===== config.mk =====
export PLATFORM = sky130hd
export DESIGN_NAME = ps2_host_tx
export DESIGN_NICKNAME = d
export VERILOG_FILES = /design/src/rtl/ps2_host_tx.sv
export SDC_FILE = /design/constraint.sdc
export NUM_CORES = 1
export LEC_CHECK = 0
export ABC_AREA = 1
export CAP_MARGIN = 20
export CORE_ASPECT_RATIO = 0.75
export CORE_MARGIN = 2
export CORE_UTILIZATION = 63
export CTS_CLUSTER_SIZE = 10
export DETAILED_ROUTE_END_ITERATION = 10
export MAX_ROUTING_LAYER = met4
export PLACE_DENSITY = 0.85
export SLEW_MARGIN = 15
export SYNTH_ARGS = -nofsm -noshare
export SYNTH_HDL_FRONTEND = slang
export SYNTH_SLANG_ARGS = --single-unit

===== constraint.sdc =====
create_clock -name clk -period 4.1 [get_ports clk]
set_input_delay 1.025 -clock clk [delete_from_list [all_inputs] [get_ports clk]]
set_output_delay 1.025 -clock clk [all_outputs]
set_load 0.02 [all_outputs]

===== src/rtl/ps2_host_tx.sv =====
// PS/2 host-to-device command transmitter: inhibit, request-to-send, shift a byte
// out on device clock falls, then collect the device ACK. Lines are driven only as pull-low enables.
module ps2_host_tx #(
  parameter int INHIBIT_CYCLES = 12000,
  parameter int TIMEOUT_CYCLES = 2000000
) (
  input  logic       clk,
  input  logic       reset,
  input  logic       ps2_clk_in,
  input  logic       ps2_data_in,
  input  logic [7:0] tx_data,
  input  logic       tx_valid,
  output logic       tx_ready,
  output logic       tx_done,
  output logic       tx_err,
  output logic       busy,
  output logic       ps2_clk_drive_low,
  output logic       ps2_data_drive_low
);

  localparam int CNT_MAX = (INHIBIT_CYCLES > TIMEOUT_CYCLES) ? INHIBIT_CYCLES : TIMEOUT_CYCLES;
  localparam int TMR_W = $clog2(CNT_MAX + 1);
  localparam logic [TMR_W-1:0] INHIBIT_LAST = TMR_W'(INHIBIT_CYCLES - 1);
  localparam logic [TMR_W-1:0] TIMEOUT_VAL  = TMR_W'(TIMEOUT_CYCLES);

  typedef enum logic [2:0] {IDLE, INHIBIT, RTS, SHIFT, ACK, WAIT_IDLE} state_t;

  function automatic logic odd_parity(input logic [7:0] b);
    return ~^b;
  endfunction

  state_t           state, state_nx;
  logic [TMR_W-1:0] timer, timer_nx;
  logic [3:0]       bit_cnt, bit_cnt_nx;
  logic             err_rec, err_rec_nx;
  logic             clk_drv_nx, data_drv_nx, done_nx, err_out_nx, accept;
  logic [7:0]       byte_q;

  // Synchronizer stages: p0/p1 resolve metastability, clk_p2 is edge history
  logic clk_p0, clk_p1, clk_p2;
  logic data_p0, data_p1;
  logic fall, timeout;

  assign fall    = clk_p2 & ~clk_p1;
  assign timeout = (timer == TIMEOUT_VAL);

  always_comb begin
    state_nx    = state;
    timer_nx    = timer;
    bit_cnt_nx  = bit_cnt;
    err_rec_nx  = err_rec;
    clk_drv_nx  = 1'b0;
    data_drv_nx = 1'b0;
    done_nx     = 1'b0;
    err_out_nx  = 1'b0;
    accept      = 1'b0;
    case (state)
      IDLE: begin
        if (tx_valid && tx_ready) begin
          accept     = 1'b1;
          state_nx   = INHIBIT;
          timer_nx   = '0;
          bit_cnt_nx = '0;
          err_rec_nx = 1'b0;
          clk_drv_nx = 1'b1;
        end
      end
      INHIBIT: begin
        if (timer == INHIBIT_LAST) begin
          state_nx    = RTS;
          timer_nx    = '0;
          data_drv_nx = 1'b1;
        end else begin
          timer_nx   = timer + 1'b1;
          clk_drv_nx = 1'b1;
        end
      end
      default: begin
        // Timeout wins over any fall seen in the same cycle
        if (timeout) begin
          state_nx   = IDLE;
          done_nx    = 1'b1;
          err_out_nx = 1'b1;
        end else begin
          timer_nx = timer + 1'b1;
          case (state)
            RTS: begin
              state_nx    = SHIFT;
              data_drv_nx = 1'b1;
            end
            SHIFT: begin
              data_drv_nx = ps2_data_drive_low;
              if (fall) begin
                bit_cnt_nx = bit_cnt + 1'b1;
                if (bit_cnt < 4'd8) begin
                  data_drv_nx = ~byte_q[bit_cnt[2:0]];
                end else if (bit_cnt == 4'd8) begin
                  data_drv_nx = ~odd_parity(byte_q);
                end else begin
                  data_drv_nx = 1'b0;
                  state_nx    = ACK;
                end
              end
            end
            ACK: begin
              if (fall) begin
                err_rec_nx = data_p1;
                state_nx   = WAIT_IDLE;
              end
            end
            WAIT_IDLE: begin
              if (clk_p1 && data_p1) begin
                state_nx   = IDLE;
                done_nx    = 1'b1;
                err_out_nx = err_rec;
              end
            end
            default: state_nx = IDLE;
          endcase
        end
      end
    endcase
  end

  always_ff @(posedge clk) begin
    if (reset) begin
      state              <= IDLE;
      timer              <= '0;
      bit_cnt            <= '0;
      err_rec            <= 1'b0;
      tx_ready           <= 1'b1;
      busy               <= 1'b0;
      tx_done            <= 1'b0;
      tx_err             <= 1'b0;
      ps2_clk_drive_low  <= 1'b0;
      ps2_data_drive_low <= 1'b0;
      clk_p0             <= 1'b1;
      clk_p1             <= 1'b1;
      clk_p2             <= 1'b1;
      data_p0            <= 1'b1;
      data_p1            <= 1'b1;
    end else begin
      state              <= state_nx;
      timer              <= timer_nx;
      bit_cnt            <= bit_cnt_nx;
      err_rec            <= err_rec_nx;
      tx_ready           <= (state_nx == IDLE);
      busy               <= (state_nx != IDLE);
      tx_done            <= done_nx;
      tx_err             <= err_out_nx;
      ps2_clk_drive_low  <= clk_drv_nx;
      ps2_data_drive_low <= data_drv_nx;
      clk_p0             <= ps2_clk_in;
      clk_p1             <= clk_p0;
      clk_p2             <= clk_p1;
      data_p0            <= ps2_data_in;
      data_p1            <= data_p0;
    end
  end

  always_ff @(posedge clk) begin
    if (accept) byte_q <= tx_data;
  end

endmodule


==> results of run 1 <==
[path summary, 6_finish.rpt]
| check | startpoint | endpoint | slack [ps] | cells past startpoint |
|---|---|---|---|---|
| setup reg to reg | state[2]$_SDFF_PP0_ | tx_ready$_SDFF_PP1_ | 1970 | 8 |
| hold reg to reg | clk_p0$_SDFF_PP1_ | clk_p1$_SDFF_PP1_ | 420 | 1 |
| setup / recovery | tx_valid | tx_ready$_SDFF_PP1_ | 1700 | 8 |
| hold / removal | clk_p0$_SDFF_PP1_ | clk_p1$_SDFF_PP1_ | 420 | 1 |
[layout make-up]
cell class / count / share of cell area
Timing Repair Buffer: 19 / 0.0581
Clock buffer: 5 / 0.0213
Multi-Input combinational cell: 321 / 0.494
Inverter: 57 / 0.0670
Tap cell: 57 / 0.0221
Clock inverter: 3 / 0.0147
Sequential cell: 48 / 0.322
[stage by stage]
step	utilization	cell area, sq um	power, mW	hold WS (ps)
6_report	0.727	3230	0.984	419
4_1_cts	0.727	3230	0.983	419
3_5_place_dp	0.701	3110	0.636	396
3_3_place_gp	0.701	3110	0.631	395
5_1_grt	0.727	3230	1.02	429
2_1_floorplan	-	2910	0.597	389
[state kept, by name (all words and copies together), names as in the netlist]
name                count
ps2_data_drive_low      1
clk_p2                  1
tx_err                  1
clk_p1                  1
err_rec                 1
ps2_clk_drive_low       1
busy                    1
clk_p0                  1
byte_q                  8
tx_ready                1
data_p1                 1
data_p0                 1
tx_done                 1
state                   3
timer                  21
bit_cnt                 4
[layer usage]
| metal | GRT usage | part of all wire | vias up |
|---|---|---|---|
| met4 | 0.106 | 0.018 | 0 |
| met3 | 0.0665 | 0.074 | 15 |
| met1 | 0.416 | 0.47 | 1300 |
| li1 | - | - | 1445 |
| met2 | 0.431 | 0.44 | 123 |
| met5 | - | 0 | - |
[power breakdown]
| part | total, mW | switching [mW] | internal (mW) |
|---|---|---|---|
| registers | 0.505 | 0.0105 | 0.494 |
| logic | 0.123 | 0.0834 | 0.0397 |
| clock network | 0.356 | 0.172 | 0.184 |
[critical path, stage by stage]
cell	delay, ps
clkdlybuf4s50_1	450
nand2_1	70
nor2_1	560
inv_1	210
nand2_2	130
nor2_2	30
nand2_1	70
nand2_2	60
[cells in the final DEF, fill, tap and decap left out, drive strengths merged]
cell type      instances
a21oi                 24
a31oi                  3
buf                    1
bufinv                 1
clkbuf                 5
clkdlybuf4s50         18
clkinv                 3
dfxtp                 40
edfxtp                 8
ha                     4
inv                   56
nand2                134
nand3                 51
nand3b                 1
nand4                 16
nor2                  49
nor3                  12
o211ai                 3
o21ai                 11
o21bai                 2
o31ai                  1
or2                    4
xor2                   6
[cell families (layout without fill, tap and decap cells)]
kind of cell | Yosys count | count (layout) | synth area share
AND/OR/NAND/NOR | 267 | 267 | 0.431
buffers and inverters | 65 | 84 | 0.0922
flip-flops | 48 | 48 | 0.358
AO/OA/AOI/OAI | 44 | 44 | 0.0835
XOR/XNOR | 6 | 6 | 0.0181
adder cells (fa/ha/maj) | 4 | 4 | 0.0172
==> metrics.md, run 1 <==
| Metric | Value |
|---|---|
| Synth top area share | 0.276 |
| Most used DFF post-synth | dfxtp_1 |
| Post-DR vias/cell | 5.65 |
| Clk sink count | 48 |
| Worst slew pin tran | 978 ps |
| Share of layout cells above drive strength 1 | 0.108 |
| DIE AREA | 5180 sq um |
| GP Congestion | 0.967 |
| TritonRoute pass-1 iters | 6 |
| Synth unique cells | 34 |
| Rel. slew slack | 0.345 |
| Asr flop ratio synth | 0 |
| Clock latency on the worst-skew pair | 310 ps |
| Drc violations | 0 |
| Initial DRC Count | 284 |
| Syn Nets | 451 |
| Post-CTS setup buffers | 0 |
| Minimum clock period | 2400 ps |
| WL/cell | 14.0 um |
| Fmax | 416 MHz |
| First-pass GRT wire length | 11800 um |
| PwrDens | 305 nW/um^2 |
| Slew Limit Fails | 0 |
| Dominant cells by area after synthesis | dfxtp_1, nand2_1, edfxtp_1, nand3_1, inv_1 |
| Core area | 4440 sq um |
| Seq/Total Area, Yosys | 0.358 |
| Worst VDD drop | 0.236 mV |
| # port buffers | 18 |
| H-tree depth | 2 |
| # setup viols final | 0 |
| Cts hold-fix bufs | 0 |
| Final worst slack | 1700 ps |
| RSZ-0062 raised after global routing | false |
| Post-Route WL | 7130 um |
| I/O pins | 19 |
| Reg area | 1040 sq um |
| Detail Placement HPWL | 5120 um |
| CTS clk-pin slew, worst paths | 100 ps |
| Cell area after synthesis | 2910 sq um |
| Fin nets | 469 |
| Largest net degree at the start of global routing | 26 |
| Leak Pwr | 1.31 nW |
| # resized after CTS | 0 |
| Non-Filler Instances | 510 |
| Inst Count DP | 502 |
| Gr usage total | 0.301 |
| Antenna violations before repair | 0 |
| Post-synth EDFFs | 8 |
| Setup tns final | 0 ps |
| YS warnings | 0 |
| Crit end category | flop |
| CP Class | input pin to flop |
| TritonCTS clock tree | yes |
| Fillers | 357 |
| CTS buffer count | 5 |
| Worst slack, placed | 1370 ps |
| Fin crit share | 0.586 |
| Die Span Y | 62.8 um |
| N_diodes | 0 |
| Clock tree buffer depth | 2 |
| Grt total ovfl | 0 |
| Synthesized netlist cell count | 434 |
| Post-route ant nets | 0 |
| Vias | 2883 |
| Count leader, synth | nand2_1 |
| Vias in the first global route | 2528 |
| Worst path arrival time | 2610 ps |
| Leading area contributor after synthesis | dfxtp_1 |
| Worst path required time | 4300 ps |
| Final hold violation count | 0 |
| Initial cell density of the core | 0.654 |
| Site Rows | 21 |
| Startpoint types | input pin |
| Crit path max fanout | 9 |
| Status | completed |
| Area taken by multi-input logic gates | 1600 sq um |
| Clock skew | 8.13 ps |
| HP Class | flop to flop |
| Root buffer cell | clkbuf_8 |
| Avg Cell Area, Syn | 6.69 sq um |
| Top cells by count, synth | nand2_1, inv_1, nand3_1 |
| Syn-to-layout area delta | 11.2% |
| Chip width | 82.4 um |
| Max_cap viols | 0 |
| Flops & latches, synth | 48 |
Note: power is estimated with default switching activity, not from simulation.
==> inputs of run 2 (changes only) <==
CORE_UTILIZATION = 53   (was 63)
PLACE_DENSITY = 0.77   (was 0.85)
clock period = 1.96 ns   (was 4.1 ns; I/O delays follow)
==> run 2 against run 1 <==
Clock power up 140%. Register-to-register slack worse by 1700 ps. Worst hold slack got worse by 1.3 ps.
==> metrics.md, run 2 (synthesis results as in run 1) <==
| Metric | Value |
|---|---|
| Status | completed |
| Most common cell after layout, fill and taps aside | nand2_1 |
| Clock latency on the worst-skew pair | 310 ps (about the same) |
| GP Congestion | 0.970 (+0.32%) |
| CP Class | flop to output port |
| # port buffers | 18 (unchanged) |
| Worst slew pin tran | 410 ps (-568 ps) |
| Max incr delay on CP | 610 ps (+50 ps) |
| Final Power | 2.17 mW (+120%) |
| Rel. slew slack | 0.725 (+0.380) |
| Crit path max fanout | 2 (-7) |
| Vias in the first global route | 2470 (-2.3%) |
| Net Sw Frac | 0.263 (-0.00727) |
| Clock skew | 12.1 ps (+4.01 ps) |
| Post-CTS setup buffers | 0 (unchanged) |
| H-tree depth | 2 (unchanged) |
| Fin nets | 479 (+2.1%) |
| Drc violations | 0 (unchanged) |
| Grt total ovfl | 0 (unchanged) |
| Vias | 2858 (-0.87%) |
| Share of layout cells above drive strength 1 | 0.132 (+0.0236) |
| Initial cell density of the core | 0.546 (-0.109) |
| Cts hold-fix bufs | 0 (unchanged) |
| Final hold violation count | 0 (unchanged) |
| # setup viols final | 0 (unchanged) |
| Reg with most FFs | timer |
| Post-DR vias/cell | 5.31 (-6.0%) |
| Slew Limit Fails | 0 (unchanged) |
| Max FFs per register | 21 (unchanged) |
| Critical path buffers and inverters | 1 (-1) |
| Syn-to-layout area delta | 15.2% |
| Delay-heaviest family, CP | buffers and inverters |
| Core area | 5320 sq um (+20%) |
| Worst path arrival time | 1260 ps (-1350 ps) |
| DIE AREA | 6100 sq um (+18%) |
| Worst slack, placed | 152 ps (-1220 ps) |
| Max_cap viols | 0 (unchanged) |
| Clock tree buffer depth | 2 (unchanged) |
| CP Cell Sequence | clkdlybuf4s50_1 |
| Root buffer cell | clkbuf_8 |
| Die Span Y | 68.1 um (+8.5%) |
| I/O pins | 19 (unchanged) |
| # resized after CTS | 0 (unchanged) |
| Antenna violations before repair | 0 (unchanged) |
| N_diodes | 0 (unchanged) |
| First-pass GRT wire length | 11800 um (+0.71%) |
| Inst Count DP | 530 (+5.6%) |
| TritonCTS clock tree | yes |
| PwrDens | 648 nW/um^2 (+110%) |
| Final worst slack | 208 ps (-1490 ps) |
| Worst path required time | 1470 ps (-2830 ps) |
| CTS clk-pin slew, worst paths | 100 ps (about the same) |
| Switch Pwr | 0.571 mW (+110%) |
| RSZ-0062 raised after global routing | false |
| Setup tns final | 0 ps (unchanged) |
| Largest regs | timer: 21 flops, byte_q: 8 flops, bit_cnt: 4 flops |
| Post-route ant nets | 0 (unchanged) |
| Worst VDD drop | 0.481 mV (+100%) |
| Fin crit share | 0.894 |
| Crit end category | output port |
| Detail Placement HPWL | 5550 um (+8.4%) |
| Largest net degree at the start of global routing | 19 (-27%) |
| Commonest non-fill, non-tap cells in the layout | nand2_1, inv_1, nand3_1, nor2_1, dfxtp_1 |
| Crit path max-delay cell type | clkdlybuf4s50_1 |
| Startpoint types | flop |
| HP Class | flop to flop |
| Clock share of power | 0.388 (+0.026) |
| Initial DRC Count | 207 (-27%) |
| WL/cell | 13.5 um (-3.1%) |
| Site Rows | 23 (+9.5%) |
| TritonRoute pass-1 iters | 6 (unchanged) |
| Fmax | 571 MHz |
| Clk sink count | 48 (unchanged) |
| Post-Route WL | 7280 um (+2.2%) |
| Worst Hold Margin | 418 ps (-1.35 ps) |
| Int Power | 1.60 mW (+120%) |
| Minimum clock period | 1750 ps |
| Logic pwr share | 0.125 (about the same) |
| Chip width | 89.5 um (+8.6%) |
| Leak Pwr | 1.37 nW (+4.5%) |
| Share of power burned in registers | 0.487 (-0.026) |
| Gr usage total | 0.260 (-0.0409) |
| CTS buffer count | 5 (unchanged) |
| Non-Filler Instances | 538 (+5.5%) |
-- run 2: cell count changes in the layout (fill, tap and decap cells not counted), sizes merged --
cell    change
buf        +10
clkinv      -2
clkbuf      +1
inv         +1
-- run 2: path summary, 6_finish.rpt --
kind,from,to,slack [ps],cells after the start
min,clk_p0$_SDFF_PP1_,clk_p1$_SDFF_PP1_,420,1
max reg2reg,timer[0]$_SDFFE_PP0P_,busy$_SDFF_PP0_,230,11
min reg2reg,clk_p0$_SDFF_PP1_,clk_p1$_SDFF_PP1_,420,1
max,ps2_data_drive_low$_SDFFE_PP0P_,ps2_data_drive_low,210,1
-- run 2: per-layer routing --
layer,vias to the layer above,part of all wire,GRT usage
li1,1461,-,-
met1,1287,0.53,0.388
met2,104,0.42,0.376
met3,6,0.049,0.0398
met4,0,0.0048,0.0429
met5,-,0,-
-- run 2: per-stage QoR --
| stage | utilization | area, sq um |
|---|---|---|
| floorplan | - | 2910 |
| global placement | 0.603 | 3210 |
| detailed placement | 0.603 | 3210 |
| CTS | 0.628 | 3340 |
| global route | 0.628 | 3350 |
| finish | 0.628 | 3350 |
-- run 2: final cells by class --
| cell class | instances | area [sq um] |
|---|---|---|
| Tap cell | 75 | 93.8 |
| Timing Repair Buffer | 29 | 263 |
| Clock inverter | 2 | 38.8 |
| Sequential cell | 48 | 1040 |
| Inverter | 57 | 216 |
| Clock buffer | 6 | 93.8 |
| Fill cell | 474 | 1980 |
| Multi-Input combinational cell | 321 | 1600 |
-- run 2: power by group through the flow --
stage	clock network, mW	logic, mW	registers, mW
floorplan	0	0.168	1.08
global placement	0	0.261	1.08
detailed placement	0	0.268	1.08
CTS	0.840	0.269	1.05
global route	0.869	0.302	1.06
finish	0.842	0.270	1.06
